### config.mk
export PLATFORM = sky130hd
export DESIGN_NAME = wram_access_arbiter
export DESIGN_NICKNAME = d
export VERILOG_FILES = /design/src/rtl/wram_access_arbiter_pkg.sv /design/src/rtl/wram_arb_pick.sv /design/src/rtl/wram_access_arbiter.sv
export SDC_FILE = /design/constraint.sdc
export NUM_CORES = 1
export LEC_CHECK = 0
export ABC_AREA = 0
export CORE_MARGIN = 5
export CORE_UTILIZATION = 40
export CTS_CLUSTER_SIZE = 16
export DETAILED_ROUTE_END_ITERATION = 7
export PLACE_DENSITY = 0.79
export SETUP_SLACK_MARGIN = 0.3
export SLEW_MARGIN = 10
export SYNTH_ARGS = -nofsm -noshare
export SYNTH_HDL_FRONTEND = slang
export SYNTH_SLANG_ARGS = --single-unit
export TNS_END_PERCENT = 20
### constraint.sdc
create_clock -name I_CLK -period 1.7 [get_ports I_CLK]
set_input_delay 0.255 -clock I_CLK [delete_from_list [all_inputs] [get_ports I_CLK]]
set_output_delay 0.255 -clock I_CLK [all_outputs]
set_load 0.1 [all_outputs]
### src/rtl/wram_access_arbiter_pkg.sv
// rtl/wram_access_arbiter_pkg.sv - shared encodings and defaults for the WRAM access arbiter
package wram_access_arbiter_pkg;

    typedef enum logic [1:0] {
        S_IDLE   = 2'd0,
        S_STROBE = 2'd1,
        S_WAIT   = 2'd2,
        S_ACK    = 2'd3
    } arb_state_t;

    typedef enum logic {
        OWNER_CPU = 1'b0,
        OWNER_DMA = 1'b1
    } owner_t;

    localparam int DEFAULT_MAX_DMA_BURST = 160;
    localparam int DEFAULT_READ_LATENCY  = 1;
    localparam int BURST_CNT_W           = 8;

endpackage

### src/rtl/wram_arb_pick.sv
// rtl/wram_arb_pick.sv - combinational winner selection between CPU and DMA requesters
module wram_arb_pick
    import wram_access_arbiter_pkg::*;
#(
    parameter int MAX_DMA_BURST = DEFAULT_MAX_DMA_BURST
) (
    input  logic                   cpu_req,
    input  logic                   dma_req,
    input  logic                   dma_lock,
    input  logic [BURST_CNT_W-1:0] burst_cnt,
    input  owner_t                 last_owner,
    output logic                   grant_valid,
    output owner_t                 grant_owner
);

    localparam logic [BURST_CNT_W-1:0] BURST_MAX = BURST_CNT_W'(MAX_DMA_BURST);

    always_comb begin
        grant_valid = cpu_req | dma_req;
        grant_owner = OWNER_CPU;
        if (dma_req && !cpu_req) begin
            grant_owner = OWNER_DMA;
        end else if (cpu_req && dma_req) begin
            // A saturated burst falls through to round-robin, which hands the CPU its one slot
            if (dma_lock && (burst_cnt < BURST_MAX)) begin
                grant_owner = OWNER_DMA;
            end else begin
                grant_owner = (last_owner == OWNER_DMA) ? OWNER_CPU : OWNER_DMA;
            end
        end
    end

endmodule

### src/rtl/wram_access_arbiter.sv
// rtl/wram_access_arbiter.sv - sequences CPU and DMA accesses onto the single WRAM router port
module wram_access_arbiter
    import wram_access_arbiter_pkg::*;
#(
    parameter int READ_LATENCY  = DEFAULT_READ_LATENCY,
    parameter int MAX_DMA_BURST = DEFAULT_MAX_DMA_BURST
) (
    input  logic        I_CLK,
    input  logic        I_RESET,
    input  logic        I_CPU_REQ,
    input  logic        I_CPU_WE,
    input  logic [15:0] I_CPU_ADDR,
    input  logic [7:0]  I_CPU_WDATA,
    output logic        O_CPU_ACK,
    output logic [7:0]  O_CPU_RDATA,
    input  logic        I_DMA_REQ,
    input  logic        I_DMA_WE,
    input  logic [15:0] I_DMA_ADDR,
    input  logic [7:0]  I_DMA_WDATA,
    output logic        O_DMA_ACK,
    output logic [7:0]  O_DMA_RDATA,
    input  logic        I_DMA_LOCK,
    output logic [15:0] O_WRAM_ADDR,
    output logic [7:0]  O_WRAM_WDATA,
    output logic        O_WRAM_WE_L,
    output logic        O_WRAM_RE_L,
    input  logic [7:0]  I_WRAM_RDATA,
    output logic        O_BUSY
);

    localparam logic [BURST_CNT_W-1:0] BURST_MAX = BURST_CNT_W'(MAX_DMA_BURST);
    localparam logic [2:0]             LAT_LAST  = 3'(READ_LATENCY - 1);

    arb_state_t             state;
    owner_t                 last_owner;
    logic                   acc_we;
    logic [2:0]             wait_cnt;
    logic [BURST_CNT_W-1:0] burst_cnt;

    logic                   grant_valid;
    owner_t                 grant_owner;
    logic                   sel_we;
    logic [15:0]            sel_addr;
    logic [7:0]             sel_wdata;

    wram_arb_pick #(
        .MAX_DMA_BURST(MAX_DMA_BURST)
    ) u_pick (
        .cpu_req    (I_CPU_REQ),
        .dma_req    (I_DMA_REQ),
        .dma_lock   (I_DMA_LOCK),
        .burst_cnt  (burst_cnt),
        .last_owner (last_owner),
        .grant_valid(grant_valid),
        .grant_owner(grant_owner)
    );

    always_comb begin
        sel_we    = I_CPU_WE;
        sel_addr  = I_CPU_ADDR;
        sel_wdata = I_CPU_WDATA;
        if (grant_owner == OWNER_DMA) begin
            sel_we    = I_DMA_WE;
            sel_addr  = I_DMA_ADDR;
            sel_wdata = I_DMA_WDATA;
        end
    end

    // last_owner doubles as the in-flight owner; it starts at DMA so the CPU wins the first tie
    always_ff @(posedge I_CLK or posedge I_RESET) begin
        if (I_RESET) begin
            state        <= S_IDLE;
            last_owner   <= OWNER_DMA;
            acc_we       <= 1'b0;
            wait_cnt     <= '0;
            burst_cnt    <= '0;
            O_WRAM_ADDR  <= '0;
            O_WRAM_WDATA <= '0;
            O_WRAM_WE_L  <= 1'b1;
            O_WRAM_RE_L  <= 1'b1;
            O_CPU_ACK    <= 1'b0;
            O_DMA_ACK    <= 1'b0;
            O_CPU_RDATA  <= '0;
            O_DMA_RDATA  <= '0;
            O_BUSY       <= 1'b0;
        end else begin
            O_CPU_ACK <= 1'b0;
            O_DMA_ACK <= 1'b0;
            if (!I_DMA_LOCK) begin
                burst_cnt <= '0;
            end

            case (state)
                S_IDLE: begin
                    if (grant_valid) begin
                        last_owner   <= grant_owner;
                        acc_we       <= sel_we;
                        O_WRAM_ADDR  <= sel_addr;
                        O_WRAM_WDATA <= sel_wdata;
                        O_WRAM_WE_L  <= ~sel_we;
                        O_WRAM_RE_L  <= sel_we;
                        O_BUSY       <= 1'b1;
                        state        <= S_STROBE;
                        if (grant_owner == OWNER_CPU) begin
                            burst_cnt <= '0;
                        end else if (I_DMA_LOCK && (burst_cnt < BURST_MAX)) begin
                            burst_cnt <= burst_cnt + 1'b1;
                        end
                    end
                end

                S_STROBE: begin
                    O_WRAM_WE_L <= 1'b1;
                    O_WRAM_RE_L <= 1'b1;
                    wait_cnt    <= '0;
                    state       <= S_WAIT;
                end

                S_WAIT: begin
                    if (wait_cnt == LAT_LAST) begin
                        state <= S_ACK;
                    end else begin
                        wait_cnt <= wait_cnt + 1'b1;
                    end
                end

                S_ACK: begin
                    // Read data is sampled here, READ_LATENCY cycles after the strobe rose
                    if (last_owner == OWNER_CPU) begin
                        O_CPU_ACK <= 1'b1;
                        if (!acc_we) begin
                            O_CPU_RDATA <= I_WRAM_RDATA;
                        end
                    end else begin
                        O_DMA_ACK <= 1'b1;
                        if (!acc_we) begin
                            O_DMA_RDATA <= I_WRAM_RDATA;
                        end
                    end
                    O_BUSY <= 1'b0;
                    state  <= S_IDLE;
                end

                default: state <= S_IDLE;
            endcase
        end
    end

endmodule

Yosys cells after proc, flatten, opt, wreduce, memory -nomap -nowiden
Index checks and enable logic that the tools add are counted.
- register bits: 60
- bits in latches: 0
- memory bits (writable): 0
- ROM bits: 0
- output and inout bits: 45
- logic and storage cells: 69
- memories: 0
- add/sub/neg operators: 2
- multipliers: 0
- div/mod/pow operators: 0
- order comparisons: 1
- equality and inequality tests: 6
- shift-type cells: 0
- muxes and demuxes: 26
- bitwise gates (word level): 4
- reductions and logical operators: 16
- operators with widths (cell ; number):
    $mux 8 ; 6
    $mux 16 ; 1
    $mux 1 ; 11
    $reduce_and 2->1 ; 5
    $add 8x1->8 const B ; 1
    $lt 8x8->1 const B ; 1
    $pmux 2 s4 ; 1
    $ne 2x2->1 const B ; 3
    $pmux 1 s2 ; 3
    $pmux 3 s2 ; 1
    $reduce_and 3->1 ; 2
    $reduce_bool 2->1 ; 3
    $eq 2x2->1 const B ; 2
    $mux 2 ; 2
    $add 3x1->3 const B ; 1
    $logic_and 1x1->1 ; 3
    $logic_not 3->1 ; 1
    $mux 3 ; 1
    $not 1->1 ; 3
    $eq 2x1->1 const B ; 1
    $logic_not 2->1 ; 1
    $logic_not 1->1 ; 1
    $or 1x1->1 ; 1

Longest topological paths before layout
- word-level depth: 9
- mapped depth: 7

Cells and area by module
A second synthesis with hierarchy kept.
- cell total of the unflattened synthesis: 253
- area total of the unflattened synthesis: 2808.9 µm²
- modules (own cells, without submodules) (module ; instances ; cells an instance ; area an instance (µm²) ; seq. area each (µm²)):
    wram_access_arbiter ; 1 ; 248 ; 2776.4 ; 1505.2
    wram_arb_pick ; 1 ; 5 ; 32.5 ; 0.0

Worst setup path before layout
OpenSTA, ideal clock, no wires.
- path type: register -> register
- start: register state[0]
- end: register burst_cnt[5]
- setup time: 121 ps
- arrival: 1509 ps
- setup slack: 70 ps
- cell stages (with the launch flop): 8
- buffers on the path: 1
- cell sequence: dfrtp_1 > inv_1 > ha_1 > and3_1 > buf_2 > and3_1 > and3_1 > o22a_1
- word-level cells in the longest chain between the ends: 2
- ends and longest elaborated chain (element ; RTL line ; source):
    start, declared ; wram_access_arbiter.sv:34 ; arb_state_t state;
    start signal, assigned ; wram_access_arbiter.sv:72 ; state <= S_IDLE;
    start signal, assigned ; wram_access_arbiter.sv:103 ; state <= S_STROBE;
    start signal, assigned ; wram_access_arbiter.sv:116 ; state <= S_WAIT;
    $logic_not 2->1 ; wram_access_arbiter.sv:93 ; case (state)
    $mux 8 ; wram_access_arbiter.sv:93 ;
    end signal, assigned ; wram_access_arbiter.sv:107 ; burst_cnt <= burst_cnt + 1'b1;
    end, declared ; wram_access_arbiter.sv:38 ; logic [BURST_CNT_W-1:0] burst_cnt;
Every way passes these cells.
A chain may end at the register's enable or synchronous reset.

Final worst setup path
- start: register last_owner
- end: register O_WRAM_ADDR[14]
- word-level cells in the longest chain between the ends: 5
- ends and longest elaborated chain (element ; RTL line ; source):
    start, declared ; wram_access_arbiter.sv:35 ; owner_t last_owner;
    start signal, assigned ; wram_access_arbiter.sv:96 ; last_owner <= grant_owner;
    $mux 1 ; wram_arb_pick.sv:28 ; grant_owner = (last_owner == OWNER_DMA) ? OWNER_CPU : OWNER_DMA;
    $mux 1 ; wram_arb_pick.sv:25 ; if (dma_lock && (burst_cnt < BURST_MAX)) begin
    $mux 1 ; wram_arb_pick.sv:23 ; end else if (cpu_req && dma_req) begin
    $mux 1 ; wram_arb_pick.sv:21 ; if (dma_req && !cpu_req) begin
    $mux 16 ; wram_access_arbiter.sv:62 ; if (grant_owner == OWNER_DMA) begin
    end signal, assigned ; wram_access_arbiter.sv:98 ; O_WRAM_ADDR <= sel_addr;
    end, declared ; wram_access_arbiter.sv:23 ; output logic [15:0] O_WRAM_ADDR,
Every way passes these cells.

==> results.toml <==
[place]
port_buffers = 107
dp_hpwl_mm = 5.44
gp_congestion = 0.815

[worst_setup_path]
cp.arrival_ns = 1.81
critPathRequiredTime_ns = 1.92
cp-end-kind = "register"
path_class = "register to register"
crit_fanout = 7
worstSetupStartpointType = "register"

[clocking]
worst_skew_pair.late_latency_ns = 0.34
clk_pin_slew_ns = 0.07
cts_buffers = 9
clockBufferDepth = 2
root_buffer = "clkbuf_8"
cts_hold_buf = 0
h-tree-depth = 3
cts_tree = "built"
cts.sinks = 60

[sta]
fin_crit_sh_pct = 93.9
slew_violations = 0
fmax_ghz = 0.626
worst_pin_slew_ns = 0.313
finClkSkew_ns = 0.00750
setup-violations-final = 0
hold_violations = 0
max_slew_margin_pct = 79.1
rsz0062_at_grt = "true"
layout_min_cycle_time_ns = 1.60

[flow_run]
maxCapViolCount = 0

[global_route]
grt_pass1_vias = 2594
antenna_found_initial = 0
grt_pass1_wl_mm = 12.1
grt.overflow.total = 0
grt_usage_pct = 17.9
grt_max_degree = 61

[floorplan]
fp.dieArea_mm2 = 0.00881
die_x_um = 93.9
ios = 108
start_util_pct = 41.2
core_area_mm2 = 0.00683
rows = 30
die_h_um = 93.9

[detailed_routing]
ant_nets = 0
first_pass_iters = 4
vias = 2414
post_drt_wl_per_cell_um = 16.0
via_per_inst = 4.98
drtIter0Drc = 89
drc = 0
wirelength_mm = 7.76

[finish]
areaGrowthSynthToFinish_pct = 79.6
num-nets-final = 454
layout_common_cells = "clkdlybuf4s50_1 (61), dfrtp_1 (56), buf_12 (49)"
regArea_mm2 = 0.00151
final_common_cell = "clkdlybuf4s50_1"
fillers = 461
num_antenna_cells = 0
drive_gt1_share_pct = 33.9
final_util_pct = 73.9
multi_input_area_mm2 = 0.00129

[synthesis]
yosysWarningCount = 0
ys_seq_elements = 60
synthArstFlopShare_pct = 100
syn_area_mm2 = 0.00281
synthCells = 250
yosysSeqAreaShare_pct = 53.5
synth_edf_count = 0
ys_types = 42
synth_nets = 320
synth-main-ff-cell = "dfrtp_1"
syn_avg_cell_area_um2 = 11.3

[outcome]
status = "finished, final reports clean"

[worst_hold_path]
hold_path.class = "input port to async pin"
## area by class of cell
cell class                      instances  area share (%)
Clock inverter                          7            2.45
Clock buffer                            9            2.45
Timing Repair Buffer                  136            36.6
Tap cell                               96            2.38
Multi-Input combinational cell        169            25.6
Sequential cell                        60            29.8
Inverter                                8           0.718
## stage by stage
step,instance area [um2],worst slack [ns],hold WS [ns],cells,TNS (ns)
after floorplan,2820,0.0697,0.360,250,0
after global placement,4580,-0.130,0.467,459,-2.77
after detailed placement,4580,-0.182,0.490,459,-3.74
after CTS,4990,0.160,0.344,484,0
after global routing,5050,0.0799,0.359,485,0
final,5050,0.104,0.332,485,0
## final timing paths
kind,from,to,slack [ns],cells after the start
max in group asynchronous,I_RESET,last_owner,1.06,3
worst max register to register,last_owner,O_WRAM_ADDR[14],0.10,6
worst max-delay path,last_owner,O_WRAM_ADDR[14],0.10,6
worst min register to register,wait_cnt[2],wait_cnt[2],0.53,1
min in group I_CLK,wait_cnt[2],wait_cnt[2],0.53,1
worst min-delay path,I_RESET,O_WRAM_ADDR[6],0.33,3
## synth_stat cells (2+ instances only)
library cell,instances,area (um2)
a31oi_1,4,25.0
o21ai_0,27,135
nand3_1,4,20.0
nand3b_1,2,15.0
nand2_1,33,124
and2_1,3,18.8
o21ai_1,8,40.0
and3_1,5,31.3
ha_1,7,87.6
nand2b_1,2,12.5
dfstp_2,3,78.8
mux2i_1,25,250
inv_1,8,30.0
nor2_1,7,26.3
buf_2,7,35.0
o22a_1,2,17.5
a21oi_1,3,15.0
clkbuf_1,3,11.3
nor3b_1,2,15.0
mux2_2,17,191
dfrtp_1,57,1430
## worst max-delay path, cell delays in order, from the launching register on
cell,delay (ns)
dfstp_2,0.54
nand2_2,0.07
a22oi_4,0.23
buf_6,0.16
buf_12,0.13
mux2i_1,0.23
o21ai_1,0.10
## layer usage
metal / vias up / track usage (%) / part of all wire, %
met4: 0 / 7.10 / 1.8
met1: 1148 / 19.7 / 39
li1: 1148 / - / -
met2: 104 / 30.6 / 52
met3: 14 / 7.37 / 7.6
met5: - / 0 / 0
## sequential cells by signal, indices dropped and copies added (netlist names), 2 cells and up
register	flops
O_CPU_RDATA	8
burst_cnt	8
state	2
O_DMA_RDATA	8
O_WRAM_WDATA	8
O_WRAM_ADDR	16
wait_cnt	3
## timing repair
| item | CTS | global route |
|---|---|---|
| resized for setup | 20 | 14 |
| endpoints found under the setup margin | 53 | 56 |
| endpoints found under the hold margin | 0 | 0 |
| cloned | 2 | 0 |
| pin swaps | 2 | 1 |
| setup buffers | 7 | 1 |
## kinds of logic after synthesis
| group | after synthesis | synth area share (%) |
|---|---|---|
| multiplexers | 42 | 15.7 |
| AND/OR/NAND/NOR | 65 | 11.2 |
| AO/OA/AOI/OAI | 55 | 12.5 |
| flip-flops | 60 | 53.5 |
| buffers and inverters | 21 | 3.91 |
| adder cells (fa/ha/maj) | 7 | 3.11 |
Power is left out: the tool's default activity adds up to more than one toggle a clock period on the data nets, which glitch-free logic cannot reach.
